<file path="src/rtl/lsu_pkg.sv">
// Shared constants for the load/store bridge: RV32I funct3 codes and FSM state encoding.
package lsu_pkg;
    localparam logic [2:0] F3_LB  = 3'b000;
    localparam logic [2:0] F3_LH  = 3'b001;
    localparam logic [2:0] F3_LW  = 3'b010;
    localparam logic [2:0] F3_LBU = 3'b100;
    localparam logic [2:0] F3_LHU = 3'b101;
    localparam logic [2:0] F3_SB  = 3'b000;
    localparam logic [2:0] F3_SH  = 3'b001;
    localparam logic [2:0] F3_SW  = 3'b010;

    typedef enum logic [1:0] {
        IDLE     = 2'd0,
        BUS_REQ  = 2'd1,
        BUS_RESP = 2'd2,
        DONE     = 2'd3
    } state_t;
endpackage

</file>
<file path="src/rtl/lsu_align.sv">
// Combinational lane steering: byte enables and store replication, access checks,
// and load-data extraction with sign/zero extension.
module lsu_align
    import lsu_pkg::*;
(
    input  logic [2:0]  funct3,
    input  logic [1:0]  off,
    input  logic        we,
    input  logic [31:0] wdata_in,
    input  logic [31:0] rdata_in,
    output logic [3:0]  be,
    output logic [31:0] wdata,
    output logic        misalign,
    output logic        illegal,
    output logic [31:0] rdata
);
    logic [31:0] shifted;

    always_comb begin
        be       = 4'b0000;
        wdata    = 32'd0;
        misalign = 1'b0;
        illegal  = 1'b0;
        rdata    = 32'd0;
        shifted  = rdata_in >> {off, 3'b000};

        // Size is funct3[1:0]; funct3[2] only selects unsigned loads.
        case (funct3[1:0])
            2'b00: begin
                be    = 4'b0001 << off;
                wdata = {4{wdata_in[7:0]}};
            end
            2'b01: begin
                misalign = off[0];
                be       = 4'b0011 << {off[1], 1'b0};
                wdata    = {2{wdata_in[15:0]}};
            end
            2'b10: begin
                misalign = (off != 2'b00);
                be       = 4'b1111;
                wdata    = wdata_in;
            end
            default: illegal = 1'b1;
        endcase

        if (we)
            illegal = illegal | funct3[2];
        else begin
            illegal = illegal | (funct3[2:1] == 2'b11);
            be      = 4'b1111;
        end

        case (funct3)
            F3_LB:   rdata = {{24{shifted[7]}}, shifted[7:0]};
            F3_LH:   rdata = {{16{shifted[15]}}, shifted[15:0]};
            F3_LW:   rdata = shifted;
            F3_LBU:  rdata = {24'd0, shifted[7:0]};
            F3_LHU:  rdata = {16'd0, shifted[15:0]};
            default: rdata = 32'd0;
        endcase
    end
endmodule

</file>
<file path="src/rtl/lsu_mem_bridge.sv">
// Stalls the core for one load/store, runs a valid/ready word-bus transaction,
// and returns extended load data or an error pulse.
module lsu_mem_bridge
    import lsu_pkg::*;
#(
    parameter int          TIMEOUT_CYC = 255,
    parameter logic [31:0] RESET_RDATA = 32'd0
) (
    input  logic        clk,
    input  logic        reset,
    input  logic        req_valid,
    input  logic        req_we,
    input  logic [2:0]  req_funct3,
    input  logic [31:0] req_addr,
    input  logic [31:0] req_wdata,
    output logic        stall,
    output logic        rsp_valid,
    output logic [31:0] rsp_rdata,
    output logic        err,
    output logic        bus_valid,
    input  logic        bus_ready,
    output logic        bus_we,
    output logic [31:0] bus_addr,
    output logic [31:0] bus_wdata,
    output logic [3:0]  bus_be,
    input  logic        bus_rvalid,
    input  logic [31:0] bus_rdata
);
    localparam logic [7:0] TO_LAST = 8'(TIMEOUT_CYC - 1);

    state_t      state, state_nx;
    logic [7:0]  cnt;
    logic [2:0]  f3_q;
    logic [1:0]  off_q;
    logic        we_q;

    logic        accept, bad, timeout;
    logic        rsp_set, err_set, data_set;
    logic [2:0]  f3_sel;
    logic [1:0]  off_sel;
    logic        we_sel;
    logic [3:0]  be_c;
    logic [31:0] wdata_c, rdata_c;
    logic        misalign_c, illegal_c;

    // Decode live request fields while idle, captured fields once the bus is busy.
    assign f3_sel  = (state == IDLE) ? req_funct3    : f3_q;
    assign off_sel = (state == IDLE) ? req_addr[1:0] : off_q;
    assign we_sel  = (state == IDLE) ? req_we        : we_q;

    lsu_align u_align (
        .funct3   (f3_sel),
        .off      (off_sel),
        .we       (we_sel),
        .wdata_in (req_wdata),
        .rdata_in (bus_rdata),
        .be       (be_c),
        .wdata    (wdata_c),
        .misalign (misalign_c),
        .illegal  (illegal_c),
        .rdata    (rdata_c)
    );

    assign stall   = req_valid & ~rsp_valid;
    assign accept  = (state == IDLE) & req_valid & ~rsp_valid;
    assign bad     = misalign_c | illegal_c;
    assign timeout = (cnt == TO_LAST);

    always_ff @(posedge clk or posedge reset) begin
        if (reset) state <= IDLE;
        else       state <= state_nx;
    end

    always_comb begin
        state_nx = state;
        rsp_set  = 1'b0;
        err_set  = 1'b0;
        data_set = 1'b0;
        case (state)
            IDLE: if (accept) begin
                state_nx = bad ? DONE : BUS_REQ;
                rsp_set  = bad;
                err_set  = bad;
            end
            BUS_REQ: begin
                // Completion wins over a timeout landing on the same cycle.
                if (bus_ready && (we_q || bus_rvalid)) begin
                    state_nx = DONE;
                    rsp_set  = 1'b1;
                    data_set = ~we_q;
                end else if (bus_ready) begin
                    state_nx = BUS_RESP;
                end else if (timeout) begin
                    state_nx = DONE;
                    rsp_set  = 1'b1;
                    err_set  = 1'b1;
                end
            end
            BUS_RESP: begin
                if (bus_rvalid) begin
                    state_nx = DONE;
                    rsp_set  = 1'b1;
                    data_set = 1'b1;
                end else if (timeout) begin
                    state_nx = DONE;
                    rsp_set  = 1'b1;
                    err_set  = 1'b1;
                end
            end
            DONE:    state_nx = IDLE;
            default: state_nx = IDLE;
        endcase
    end

    always_ff @(posedge clk or posedge reset) begin
        if (reset) begin
            bus_valid <= 1'b0;
            bus_we    <= 1'b0;
            bus_be    <= 4'b0000;
            bus_addr  <= 32'd0;
            bus_wdata <= 32'd0;
            rsp_valid <= 1'b0;
            err       <= 1'b0;
            rsp_rdata <= RESET_RDATA;
            cnt       <= 8'd0;
            f3_q      <= 3'd0;
            off_q     <= 2'd0;
            we_q      <= 1'b0;
        end else begin
            rsp_valid <= rsp_set;
            err       <= err_set;
            if (rsp_set)
                rsp_rdata <= err_set ? RESET_RDATA : (data_set ? rdata_c : 32'd0);

            if (accept) begin
                f3_q  <= req_funct3;
                off_q <= req_addr[1:0];
                we_q  <= req_we;
                cnt   <= 8'd0;
                if (!bad) begin
                    bus_valid <= 1'b1;
                    bus_we    <= req_we;
                    bus_be    <= be_c;
                    bus_addr  <= {req_addr[31:2], 2'b00};
                    bus_wdata <= wdata_c;
                end
            end else if (state == BUS_REQ || state == BUS_RESP) begin
                cnt <= cnt + 8'd1;
            end

            if (state == BUS_REQ && state_nx != BUS_REQ)
                bus_valid <= 1'b0;
        end
    end
endmodule

</file>
<file path="config.mk">
export PLATFORM = sky130hd
export DESIGN_NAME = lsu_mem_bridge
export DESIGN_NICKNAME = d
export VERILOG_FILES = /design/src/rtl/lsu_pkg.sv /design/src/rtl/lsu_align.sv /design/src/rtl/lsu_mem_bridge.sv
export SDC_FILE = /design/constraint.sdc
export NUM_CORES = 1
export LEC_CHECK = 0
export BUFFER_PORTS_ARGS = -buffer_cell sky130_fd_sc_hd__buf_2
export CAP_MARGIN = 10
export CORE_AREA = 2 2 117 119
export DETAILED_ROUTE_END_ITERATION = 16
export DIE_AREA = 0 0 119 121
export PLACE_DENSITY = 0.84
export REMOVE_ABC_BUFFERS = 1
export SYNTH_ARGS = -nofsm -noshare
export SYNTH_HDL_FRONTEND = slang
export SYNTH_SLANG_ARGS = --single-unit
export TNS_END_PERCENT = 20
</file>
<file path="constraint.sdc">
create_clock -name clk -period 4.1 [get_ports clk]
set_input_delay 0.41 -clock clk [delete_from_list [all_inputs] [get_ports clk]]
set_output_delay 0.41 -clock clk [all_outputs]
set_load 0.005 [all_outputs]
</file>
## Word level (Yosys, flattened, before mapping)

Cells that the tools add are included.
Widths: inputs -> output; s select.

| storage, ports and cells | value |
|---|---|
| register bits after elaboration | 118 |
| input bits | 105 |
| output and inout bits | 105 |
| word-level logic and storage cells | 88 |

| operators by class | value |
|---|---|
| $add $sub $neg | 1 |
| eq/ne operators | 13 |
| shift operators | 3 |
| muxes and demuxes | 36 |
| bitwise gates (word level) | 9 |
| reduce and logical (&&, ||, !) cells | 13 |

Operators by type and width:

| operator | count |
|---|---|
| $pmux 32 s5 | 1 |
| $pmux 32 s3 | 1 |
| $mux 32 | 2 |
| $shr 32x5->32 | 1 |
| $mux 8 | 2 |
| $mux 1 | 15 |
| $mux 2 | 7 |
| $pmux 4 s3 | 1 |
| $add 8x1->8 const B | 1 |
| $eq 2x2->1 const B | 4 |
| $eq 8x8->1 const B | 1 |
| $pmux 2 s4 | 1 |
| $eq 3x3->1 const B | 2 |
| $pmux 1 s3 | 2 |
| $reduce_bool 2->1 | 3 |
| $eq 2x1->1 const B | 2 |
| $logic_not 2->1 | 2 |
| $mux 4 | 1 |
| $ne 2x1->1 const B | 2 |
| $pmux 1 s2 | 2 |
| $reduce_and 2->1 | 2 |
| $shl 1x2->4 const A | 1 |
| $shl 2x2->4 const A | 1 |
| $and 1x1->1 | 3 |
| 9 further kinds | 15 |

## Depth between registers and ports, before layout

Gate-level depths: netlist of run 1.

| logic depth | value |
|---|---|
| depth after elaboration | 15 |
| depth in mapped cells | 13 |
| mapped depth without buffers | 10 |

## By module

From an unflattened synthesis of run 1, not the netlist that was laid out.

| second synthesis, totals | value |
|---|---|
| cell total of the unflattened synthesis | 584 |
| area, all modules | 6577.6 µm² |

Modules (own cells, without submodules):

| module | times used | cells an instance | area an instance (µm²) | seq. area each (µm²) |
|---|---|---|---|---|
| lsu_mem_bridge | 1 | 375 | 5168.7 | 2952.8 |
| lsu_align | 1 | 209 | 1408.9 | 0.0 |

## Worst setup path after synthesis of run 1

Ideal clock, no wire load.

| timing | value |
|---|---|
| path kind | reg2reg |
| start point | register state[0] |
| end point | register rsp_rdata[0] |
| library setup time | 121 ps |
| data arrival time | 2843 ps |
| required time | 3979 ps |
| slack | 1136 ps |
| cell stages (with the launch flop) | 12 |
| buffers on the path | 3 |
| period minus slack after synthesis | 2964 ps |
| cells stage by stage | dfrtp_1 inv_1 ha_1 buf_6 buf_2 mux2_2 ha_1 a211o_1 a221o_1 a21o_1 buf_2 a22o_1 |

| on the way | value |
|---|---|
| word-level cells in the longest chain between the ends | 11 |
| elaborated cells between the ends (all ways) | 33 |
| those cells by class | eq/ne (9); shift (1); mux (13); bitwise (5); reduce/logical (5) |

RTL lines:

| what | line | source |
|---|---|---|
| from (decl) | lsu_mem_bridge.sv:31 | `state_t state, state_nx;` |
| from (signal assigned) | lsu_mem_bridge.sv:71 | `else state <= state_nx;` |
| $logic_not 2->1 | n/a |  |
| $mux 3 | lsu_mem_bridge.sv:47 | `assign f3_sel = (state == IDLE) ? req_funct3 : f3_q;` |
| $eq 2x1->1, or another cell as far along | lsu_align.sv:28 | `case (funct3[1:0])` |
| $reduce_or 3->1 (no line) | n/a |  |
| $mux 1 | lsu_align.sv:28 |  |
| $or 1x1->1 (on tied branches) | lsu_align.sv:49, lsu_align.sv:47 |  |
| $mux 1 | lsu_align.sv:46 | `if (we)` |
| $or 1x1->1 | lsu_mem_bridge.sv:66 | `assign bad = misalign_c \| illegal_c;` |
| $mux 1 | lsu_mem_bridge.sv:80 | `IDLE: if (accept) begin` |
| $pmux 1 s3 | lsu_mem_bridge.sv:79 | `case (state)` |
| $mux 32 | lsu_mem_bridge.sv:133 | `rsp_rdata <= err_set ? RESET_RDATA : (data_set ? rdata_c : 32'd0);` |
| to (signal assigned) | lsu_mem_bridge.sv:133 |  |
| to (decl) | lsu_mem_bridge.sv:18 | `output logic [31:0] rsp_rdata,` |

Parallel ways exist; a longest one is shown, timed or not.
A chain may end at the register's enable or synchronous reset.

## Worst setup path in the final report of run 1

| timing | value |
|---|---|
| start point | register state[0] |
| end point | register rsp_rdata[31] |

The elaborated chain is that of the path after synthesis.

==> metrics.yaml, run 1 <==
critical_path:
  worst_setup_path_start_kind: "flop"
  path_class: "reg -> reg"
  cp_cell_sequence: "inv_1 > ha_1 > mux2i_1 > inv_1 > ha_1 > or2_2 > o211ai_2 > o21ai_1"
  required_ns: 4.34
  end_kind: "flop"
  cp.arrival_ns: 3.81
  cp_slowest_cell: "o211ai_2"
  crit_fanout: 24
  slowest_delay_ns: 0.88
logic_synthesis:
  ys_seq_area_share_pct: 50.6
  yosysMostFrequentCell: "nand2_1"
  ys_top_cells_by_count: "nand2_1, dfrtp_1, a21oi_1, o21ai_1, mux2_1"
  yosysUniqueCellTypes: 56
  yosys_warnings: 0
  synth_edf_count: 0
  synth_top_area_cell: "dfrtp_1"
  synthCells: 597
  synth_flop_cell: "dfrtp_1"
  synth_area_leaders: "dfrtp_1, nand2_1, mux2_1, a21oi_1, o21ai_1"
  synth.avg_cell_area_um2: 9.77
  synth_seq_cells: 118
  synth_top_area_share_pct: 50.6
  async_flop_share_pct: 100
  syn-cell-area_mm2: 0.00583
sta:
  worst_pin_slew_ns: 1.09
  fin_skew_ns: 0.00625
  hold_slack_ns: 0.103
  max-slew-margin-rel_pct: 27.2
  hold_viol_final: 0
  fmax_mhz: 280
  min_period_over_period_pct: 87.2
  rsz0062_at_grt: "no"
  slew_violations: 0
  period_minus_slack_ns: 3.58
  setup_viol: 0
global_route:
  gr-total-overflow: 0
  grt_pass1_wl_um: 24700
  grt_max_degree: 105
  grt_usage_pct: 21.6
  antenna_found_initial: 0
  first_global_vias: 4874
die:
  dieArea_mm2: 0.0144
  die_y_um: 121
  initial_core_util_pct: 44.6
  die_x_um: 119
  io_pins: 210
  rows: 42
  coreArea_mm2: 0.0131
final_layout:
  multi_input_area_mm2: 0.00264
  regArea_mm2: 0.00295
  fin_util_pct: 57.6
  diodes: 0
  finalNetCount: 907
  syn2layout_area_growth_pct: 29.1
  fillCellCount: 1097
  drive_gt1_share_pct: 33.0
drt:
  antenna_left: 0
  wl_per_cell_um: 16.2
  firstDrtPassIters: 5
  routed_wl_um: 15800
  vias: 5233
  initialDrtViolationCount: 549
  via_per_inst: 5.36
  drc_errors: 0
power:
  p_per_area_mw_per_mm2: 820
  leakage_nw: 3.84
  ir_drop_v: 0.000377
  finalPower_mw: 6.17
clock_tree:
  cts_resized: 0
  h-tree-depth: 4
  ctsHoldBuffers: 0
  cts_made_buffers: 17
  root_buffer: "clkbuf_16"
  clk_latency_ns: 0.39
  cts_setup_buffers: 0
  clk_pin_slew_ns: 0.05
  cts_num_sinks: 118
  cts_tree: "yes"
  cts_max_path_buffers: 2
run:
  maxCapViolCount: 0
min_path:
  hold_class: "in -> async"
outcome:
  outcome: "finished, final reports clean"
placement:
  portBuffers: 207
  hpwlAfterDp_um: 11500
  gp_congestion: 0.906
power breakdown:
part | switching [mW] | internal (mW)
Combinational | 1.66 | 1.16
Clock | 0.500 | 0.931
Sequential | 0.271 | 1.65
path summary, 6_finish.rpt:
kind / slack [ns] / from / endpoint / cells past startpoint
worst max-delay path: 0.52 / state[0]$_DFF_PP0_ / rsp_rdata[31]$_DFFE_PP0P_ / 8
worst min-delay path: 0.10 / reset / bus_addr[21]$_DFFE_PP0P_ / 2
worst max register to register: 0.52 / state[0]$_DFF_PP0_ / rsp_rdata[31]$_DFFE_PP0P_ / 8
worst min register to register: 0.47 / bus_wdata[20]$_DFFE_PP0P_ / bus_wdata[20]$_DFFE_PP0P_ / 2
max in group asynchronous: 3.08 / reset / rsp_rdata[24]$_DFFE_PP0P_ / 3
min in group clk: 0.22 / req_addr[21] / bus_addr[21]$_DFFE_PP0P_ / 2
stage by stage:
step,setup slack (ns),cell area [um^2],instances,setup TNS [ns]
2_1_floorplan,-2.74,5630,556,-184.23
3_3_place_gp,0.698,6960,947,0
3_5_place_dp,0.588,6960,947,0
4_1_cts,0.577,7530,977,0
5_1_grt,0.259,7530,977,0
6_report,0.524,7530,977,0
layout by cell type, fill, tap and decap left out, types with 8 or more instances in the layout:
master,instances
buf_2,207
nand2_1,134
dfrtp_1,118
a21oi_1,40
o21ai_1,36
mux2_1,32
nor2_1,30
o31ai_1,24
clkbuf_16,17
a22o_1,16
mux2i_1,14
ha_1,12
o21ai_0,9
a22oi_1,9
inv_1,8
a21oi_2,8
cell type report:
class / count / share of cell area, %
inverter: 10 / 0.532
clock buffer: 21 / 6.25
tap: 176 / 2.92
timing repair buffer: 215 / 14.7
multi-input combinational: 428 / 35.0
clock inverter: 9 / 1.36
sequential: 118 / 39.2
sequential cells by signal, indices dropped and copies added (netlist names):
| name | count |
|---|---|
| bus_we | 1 |
| rsp_rdata | 32 |
| we_q | 1 |
| bus_valid | 1 |
| err | 1 |
| bus_wdata | 32 |
| f3_q | 3 |
| bus_be | 4 |
| off_q | 2 |
| cnt | 8 |
| rsp_valid | 1 |
| bus_addr | 30 |
| state | 2 |
cell families (layout without fill, tap and decap cells):
kind of cell,count (synthesis),in the layout,share of synthesized area (%)
and+or+nand+nor,190,190,13.3
AOI/OAI and AO/OA,168,168,18.6
DFF,118,118,50.6
buffers and inverters,52,255,4.23
muxes,50,50,9.65
adders and majority gates,12,12,2.57
xor gates and xnor gates,6,6,0.901
other,1,2,0.0643
metal layers:
metal  up-vias  routed length [um]  track usage, %
met4         0                 493            9.23
met2       276                7590            35.6
li1       2473                   -               -
met1      2447                6590            27.5
met3        37                1110            4.70
met5         -                   0               0
worst max-delay path: cells and delay by family, from the launching register on:
| kind | cells | cell delay [ns] |
|---|---|---|
| AOI/OAI and AO/OA | 2 | 1.05 |
| adders and majority gates | 2 | 0.84 |
| and+or+nand+nor | 1 | 0.46 |
| DFF | 1 | 0.41 |
| muxes | 1 | 0.37 |
| buffers and inverters | 2 | 0.27 |
Power figures use the tool's default switching activity.
==> inputs of run 2 (changes only) <==
--- a/config.mk
+++ b/config.mk
@@ -5,12 +5,14 @@
 export SDC_FILE = /design/constraint.sdc
 export NUM_CORES = 1
 export LEC_CHECK = 0
+export ABC_AREA = 1
 export BUFFER_PORTS_ARGS = -buffer_cell sky130_fd_sc_hd__buf_2
 export CAP_MARGIN = 10
-export CORE_AREA = 2 2 117 119
+export CORE_AREA = 2 2 123 125
 export DETAILED_ROUTE_END_ITERATION = 16
-export DIE_AREA = 0 0 119 121
-export PLACE_DENSITY = 0.84
+export DIE_AREA = 0 0 125 127
+export PLACE_DENSITY = 0.82
+export RECOVER_POWER = 100
 export REMOVE_ABC_BUFFERS = 1
 export SYNTH_ARGS = -nofsm -noshare
 export SYNTH_HDL_FRONTEND = slang
==> run 2 against run 1 <==
The run now ends with capacitance limit, slew limit left. Via count rose by 18%. Register-to-register slack improved by 0.11 ns. Flip-flop and latch count unchanged. Combinational power rose by 22%. Synthesized area up 11%. Clock power is essentially flat. Worst hold slack better by 0.092 ns. Critical endpoint is now rsp_rdata[24]$_DFFE_PP0P_.
==> metrics.yaml, run 2 <==
outcome:
  outcome: "finished, violations left"
  violations: "capacitance limit, slew limit"
final_layout:
  final_cells: 1222  # +25%
  layout_commonest_cell: "nand2_1"
  fin_util_pct: 54.8  # -2.7 points
  drive_gt1_share_pct: 22.5  # -10 points
  finalNetCount: 1141  # +26%
  final_cell_area_mm2: 0.00791  # +5.0%
  mostFrequentLayoutCells: "nand2_1, buf_2, dfrtp_1"
  syn2layout_area_growth_pct: 22.6
  largestRegisters: "bus_wdata x32, rsp_rdata x32, bus_addr x30"
sta:
  slew_violations: 80  # +80
  fmax_mhz: 288  # +3.1%
  worst_slack_ns: 0.630  # +0.106 ns
  fin_skew_ns: 0.00750  # +0.00125 ns
  period_minus_slack_ns: 3.47  # -0.106 ns
  setup_viol: 0  # unchanged
  min_period_over_period_pct: 84.6  # -2.6 points
  rsz0062_at_grt: "no"
  hold_viol_final: 0  # unchanged
  worst_pin_slew_ns: 2.93  # +1.84 ns
  max-slew-margin-rel_pct: -95.7  # -120 points
critical_path:
  worst_setup_path_start_kind: "flop"
  crit_fanout: 33  # +38%
  cpMostUsedCell: "nand2_1"
  required_ns: 4.41  # +0.07 ns
  path_class: "reg -> reg"
  end_kind: "flop"
  cp.arrival_ns: 3.78  # -0.03 ns
  rrSetupSlack_ns: 0.63  # +0.11 ns
  cp_cell_sequence: "inv_1 > ha_1 > nand2_1 > nand2_2 > nand2_1 > nand3_1 > nand2_1 > nand2_1 > nand2_1 > nand2_2 > nand2_1 > o21ai_0"
  slowest_delay_ns: 0.51  # -0.37 ns
  cp_slowest_cell: "nand2_1"
power:
  ir_drop_v: 0.000369  # -2.0%
  leakage_nw: 4.34  # +13%
  p_int_mw: 3.69  # -1.3%
  pwr-share-comb_pct: 51.3  # +5.5 points
  clockPowerShare_pct: 21.6  # -1.6 points
  swShare_pct: 45.0  # +5.5 points
  finalPower_mw: 6.70  # +8.6%
  p_per_area_mw_per_mm2: 848  # +3.4%
  seqPwrFrac_pct: 27.1  # -4.0 points
  switchingPower_mw: 3.01  # +24%
clock_tree:
  cts_made_buffers: 17  # unchanged
  cts_resized: 0  # unchanged
  cts_max_path_buffers: 2  # unchanged
  cts_tree: "yes"
  h-tree-depth: 4  # unchanged
  root_buffer: "clkbuf_16"
  clk_latency_ns: 0.41  # +0.02 ns
  cts_setup_buffers: 0  # unchanged
  cts_num_sinks: 118  # unchanged
  ctsHoldBuffers: 0  # unchanged
  clk_pin_slew_ns: 0.06  # about the same
drt:
  initialDrtViolationCount: 454  # -17%
  wl_per_cell_um: 14.2  # -12%
  firstDrtPassIters: 5  # unchanged
  via_per_inst: 5.04  # -5.8%
  antenna_left: 0  # unchanged
  drc_errors: 0  # unchanged
  vias: 6163  # +18%
  routed_wl_um: 17400  # +10%
logic_synthesis:
  ys_seq_area_share_pct: 45.8  # -4.8 points
  synth_top_area_share_pct: 45.8  # -4.8 points
  synth.avg_cell_area_um2: 7.70  # -21%
  yosysUniqueCellTypes: 35  # -38%
  synthCells: 837  # +40%
  synth_area_leaders: "dfrtp_1, nand2_1, o21ai_0, nand3_1, inv_1"
  synth_flop_cell: "dfrtp_1"
  ys_top_cells_by_count: "nand2_1, dfrtp_1, o21ai_0, inv_1, nand3_1"
  synth_seq_cells: 118  # unchanged
  synth_edf_count: 0  # unchanged
  async_flop_share_pct: 100  # unchanged
  synth_top_area_cell: "dfrtp_1"
  yosys_warnings: 0  # unchanged
  syn-cell-area_mm2: 0.00645  # +11%
  yosysMostFrequentCell: "nand2_1"
die:
  die_y_um: 127  # +5.0%
  die_x_um: 125  # +5.0%
  rows: 44  # +4.8%
  coreArea_mm2: 0.0144  # +10%
  initial_core_util_pct: 44.7  # +0.13 points
  dieArea_mm2: 0.0159  # +10%
  io_pins: 210  # unchanged
global_route:
  grt_pass1_wl_um: 28200  # +14%
  grt_max_degree: 80  # -24%
  grt_usage_pct: 21.9  # +0.33 points
  gr-total-overflow: 0  # unchanged
  antenna_found_initial: 1  # +1
  first_global_vias: 5839  # +20%
placement:
  place_area_mm2: 0.00745  # +7.1%
  gp_congestion: 0.838  # -7.5%
  dp_slack_ns: 0.908  # +0.320 ns
  placed_cells_incl_taps: 1189  # +26%
  portBuffers: 207  # unchanged
  hpwlAfterDp_um: 12100  # +5.5%
min_path:
  hold_class: "in -> reg"
run:
  maxCapViolCount: 1  # +1
[run 2: cell types whose count changed after synthesis, moves of 16 or more]
| cell | before | now |
|---|---|---|
| nand2_1 | 134 | 352 |
| o31ai_1 | 24 | 0 |
| nand3_1 | 4 | 47 |
| a21oi_1 | 40 | 16 |
| inv_1 | 9 | 48 |
| o21ai_0 | 9 | 70 |
| a22o_1 | 16 | 0 |
| mux2_1 | 32 | 0 |
[run 2: path summary, 6_finish.rpt]
kind | start | end | depth (start not counted)
max | state[0]$_DFF_PP0_ | rsp_rdata[24]$_DFFE_PP0P_ | 12
min | req_addr[11] | bus_addr[11]$_DFFE_PP0P_ | 3
max reg2reg | state[0]$_DFF_PP0_ | rsp_rdata[24]$_DFFE_PP0P_ | 12
min reg2reg | bus_addr[9]$_DFFE_PP0P_ | bus_addr[9]$_DFFE_PP0P_ | 2
max in group asynchronous | reset | bus_we$_DFFE_PP0P_ | 3
min in group asynchronous | reset | bus_addr[28]$_DFFE_PP0P_ | 2
[run 2: cells by family after synthesis]
group | share of synthesized area [%]
AOI/OAI and AO/OA | 11.9
adders and majority gates | 2.33
DFF | 45.8
muxes | 0.155
buffers and inverters | 8.23
and+or+nand+nor | 31.5
other | 0.0582
[run 2: layout make-up]
| cell class | instances | area, um^2 |
|---|---|---|
| Fill cell | 1363 | 6520 |
| Sequential cell | 118 | 2950 |
| Multi-Input combinational cell | 622 | 2920 |
| Timing Repair Buffer | 214 | 1020 |
| Clock buffer | 20 | 457 |
| Tap cell | 184 | 230 |
| Inverter | 51 | 199 |
| Clock inverter | 12 | 128 |
| Antenna cell | 1 | 2.50 |
[run 2: per-layer routing]
| metal | share of wire [%] | global-route usage (%) | wire length (um) |
|---|---|---|---|
| met1 | 43 | 27.6 | 7530 |
| met2 | 48 | 37.4 | 8370 |
| met3 | 7.1 | 4.94 | 1230 |
| met4 | 1.5 | 7.58 | 268 |
| met5 | 0 | 0 | 0 |
[run 2: through the flow]
step	hold slack [ns]	TNS (ns)
after global routing	0.187	0
after detailed placement	0.459	0
final	0.194	0
after CTS	0.174	0
after floorplan	0.448	-34.67
after global placement	0.457	0
[run 2: critical path: cells and delay by family, from the launching register on]
kind / cells / cell delay [ns]
flip-flops: 1 / 0.41
AO/OA/AOI/OAI: 1 / 0.25
buffers and inverters: 1 / 0.12
AND/OR/NAND/NOR: 9 / 2.14
adder cells (fa/ha/maj): 1 / 0.44
[run 2: power groups by stage]
| stage | registers, mW | clock network (mW) | logic (mW) |
|---|---|---|---|
| CTS | 1.80 | 1.48 | 3.58 |
| global placement | 1.81 | 0 | 3.46 |
| floorplan | 1.84 | 0 | 2.39 |
| detailed placement | 1.82 | 0 | 3.56 |
| global route | 1.86 | 1.53 | 3.91 |
| finish | 1.81 | 1.45 | 3.44 |
==> inputs of run 3 (changes only) <==
--- a/config.mk
+++ b/config.mk
@@ -5,13 +5,13 @@
 export SDC_FILE = /design/constraint.sdc
 export NUM_CORES = 1
 export LEC_CHECK = 0
-export ABC_AREA = 1
+export ABC_AREA = 0
 export BUFFER_PORTS_ARGS = -buffer_cell sky130_fd_sc_hd__buf_2
 export CAP_MARGIN = 10
-export CORE_AREA = 2 2 123 125
+export CORE_AREA = 2 2 117 119
 export DETAILED_ROUTE_END_ITERATION = 16
-export DIE_AREA = 0 0 125 127
-export PLACE_DENSITY = 0.82
+export DIE_AREA = 0 0 119 121
+export PLACE_DENSITY = 0.87
 export RECOVER_POWER = 100
 export REMOVE_ABC_BUFFERS = 1
 export SYNTH_ARGS = -nofsm -noshare
==> constraint.sdc (replaced) <==
create_clock -name clk -period 3 [get_ports clk]
set_input_delay 0.3 -clock clk [delete_from_list [all_inputs] [get_ports clk]]
set_output_delay 0.3 -clock clk [all_outputs]
set_load 0.005 [all_outputs]
==> run 3 against run 2 <==
The run still ends with capacitance limit, slew limit left. First-iteration DRC count grew 14%. Cell count shrank 18%. Non-clock buffer count grew 18. Clock power grew 54%. Total power grew 34%. Via count shrank 12%. Combinational power grew 19%. Fmax grew 20%. Largest cell class unchanged. Global-route usage grew 0.84 points. Sequential power grew 46%. Core utilization grew 4.3 points.
==> metrics.yaml, run 3 (synthesis gave the netlist of run 1 again) <==
sta:
  fin_tns_setup_ns: 0  # unchanged
  period_minus_slack_ns: 2.90  # -0.573 ns
  fin_skew_ns: 0.0104  # +0.00287 ns
  fmax_mhz: 345  # +20%
  max-slew-margin-rel_pct: -17.8  # +78 points
  worst_slack_ns: 0.103  # -0.527 ns
  hold_viol_final: 0  # unchanged
  slew_violations: 49  # -39%
  worst_pin_slew_ns: 1.77  # -1.17 ns
  min_period_over_period_pct: 96.6  # +12 points
  setup_viol: 0  # unchanged
die:
  die_y_um: 121  # -4.7%
  dieArea_mm2: 0.0144  # -9.3%
  coreArea_mm2: 0.0131  # -9.3%
  rows: 42  # -4.5%
  io_pins: 210  # unchanged
  die_x_um: 119  # -4.8%
  initial_core_util_pct: 44.6  # -0.13 points
critical_path:
  rr_endpoint: "rsp_rdata[6]$_DFFE_PP0P_"
  worst_setup_path_start_kind: "flop"
  critPathLaunch: "state[0]$_DFF_PP0_"
  required_ns: 3.29  # -1.12 ns
  worstReg2RegStart: "state[0]$_DFF_PP0_"
  rrSetupSlack_ns: 0.10  # -0.53 ns
  cp_cell_sequence: "inv_1 > ha_1 > mux2_2 > ha_1 > a211o_1 > a221o_1 > a21boi_2 > o211a_2 > a22o_1"
  worstPathBufferInverterCount: 1  # unchanged
  path_delay_family: "compound AO/OA/AOI/OAI gates"
  slowest_delay_ns: 0.41  # -0.10 ns
  cpMostUsedCell: "ha_1"
  end_kind: "flop"
  cp.arrival_ns: 3.18  # -0.60 ns
  cp_slowest_cell: "dfrtp_1"
  crit_fanout: 8  # -76%
  reg2reg_depth: 9  # -3
  path_class: "reg -> reg"
power:
  finalPower_mw: 8.99  # +34%
  p_per_area_mw_per_mm2: 1160  # +37%
  leakage_nw: 3.81  # -12%
  ir_drop_v: 0.000530  # +43%
outcome:
  violations: "capacitance limit, slew limit"
  outcome: "finished, violations left"
final_layout:
  fin_util_pct: 59.2  # +4.3 points
  finalNetCount: 924  # -19%
  drive_gt1_share_pct: 28.5  # +6.1 points
  syn2layout_area_growth_pct: 32.7
  layout_commonest_cell: "buf_2"
  diodes: 0  # -1
  mostFrequentLayoutCells: "buf_2, nand2_1, dfrtp_1"
  largestRegisters: "bus_wdata x32, rsp_rdata x32, bus_addr x30"
placement:
  portBuffers: 207  # unchanged
  gp_congestion: 0.904  # +7.9%
  hpwlAfterDp_um: 11600  # -3.8%
  dp_slack_ns: 0.0820  # -0.826 ns
clock_tree:
  cts_tree: "yes"
  cts_num_sinks: 118  # unchanged
  h-tree-depth: 4  # unchanged
  root_buffer: "clkbuf_16"
  clk_latency_ns: 0.41  # about the same
  cts_made_buffers: 17  # unchanged
  cts_max_path_buffers: 2  # unchanged
  clk_pin_slew_ns: 0.06  # about the same
min_path:
  hold_class: "in -> reg"
  hold_end: "bus_addr[19]$_DFFE_PP0P_"
  hp-start: "req_addr[19]"
  holdPathStages: 2  # -1
drt:
  initialDrtViolationCount: 518  # +14%
  via_per_inst: 5.42  # +7.5%
  antenna_left: 0  # unchanged
  drc_errors: 0  # unchanged
  routed_wl_um: 16800  # -3.5%
  vias: 5402  # -12%
  firstDrtPassIters: 5  # unchanged
  wl_per_cell_um: 16.8  # +18%
global_route:
  grt_usage_pct: 22.8  # +0.84 points
  gr-total-overflow: 0  # unchanged
  antenna_found_initial: 0  # -1
  first_global_vias: 5154  # -12%
  grt_max_degree: 72  # -10%
  grt_pass1_wl_um: 25700  # -8.6%
run:
  maxCapViolCount: 1  # unchanged
## run 3: cell types whose count changed in the layout (fill, tap and decap cells not counted), sizes merged, moves of 15 or more
cell   change
nand2    -231
o31ai     +24
nand3     -58
mux2      +34
a21oi     +32
inv       -39
mux2i     +15
a22o      +16
buf       +17
o21ai     -68
## run 3: stage by stage
step	instance area (um^2)	instances	hold WS, ns
finish	7740	996	0.0978
global route	7740	996	0.0925
CTS	7750	992	0.0936
detailed placement	7090	959	0.414
global placement	7090	959	0.414
floorplan	5630	556	0.405
## run 3: worst reg2reg max path, cell delays in order, from the launching register on
cell and delay (ns):
dfrtp_1 0.41, inv_1 0.12, ha_1 0.25, mux2_2 0.40, ha_1 0.32, a211o_1 0.26, a221o_1 0.39, a21boi_2 0.20
o211a_2 0.22, a22o_1 0.20
## run 3: final cells by class
cell class / count / area, um^2
inverter: 10 / 37.5
clock inverter: 14 / 225
timing repair buffer: 232 / 1230
multi-input combinational: 428 / 2640
clock buffer: 18 / 429
tap: 176 / 220
fill: 1069 / 5350
sequential: 118 / 2950
## run 3: power breakdown
part / leakage (nW) / internal, mW / switching [mW]
clock: 0.313 / 1.48 / 0.760
sequential: 1.52 / 2.25 / 0.398
combinational: 1.97 / 1.71 / 2.38
total: 3.81 / 5.45 / 3.54
## run 3: timing repair
item,4_1_cts,5_1_grt
setup buffers,0,3
endpoints found under the setup margin,0,85
hold buffers,1,0
endpoints found under the hold margin,47,0
gates resized for setup,0,4
## run 3: how the worst max path moves through the flow
stage,slack (ns),endpoint,cells after the start
3_3_place_gp,0.23,bus_addr[17]$_DFFE_PP0P_,8
5_1_grt,-0.03,bus_wdata[25]$_DFFE_PP0P_,11
2_1_floorplan,-3.84,bus_addr[10]$_DFFE_PP0P_,7
6_report,0.10,rsp_rdata[6]$_DFFE_PP0P_,9
3_5_place_dp,0.08,bus_addr[5]$_DFFE_PP0P_,8
4_1_cts,0.02,bus_wdata[25]$_DFFE_PP0P_,10
## run 3: routing by layer
metal  track usage (%)  vias to the layer above  share of wire (%)
met5                 0                        -                  0
li1                  -                     2505                  -
met3              6.02                       47                6.3
met2              38.4                      243                 50
met1              27.3                     2607                 40
met4              10.5                        0                3.3
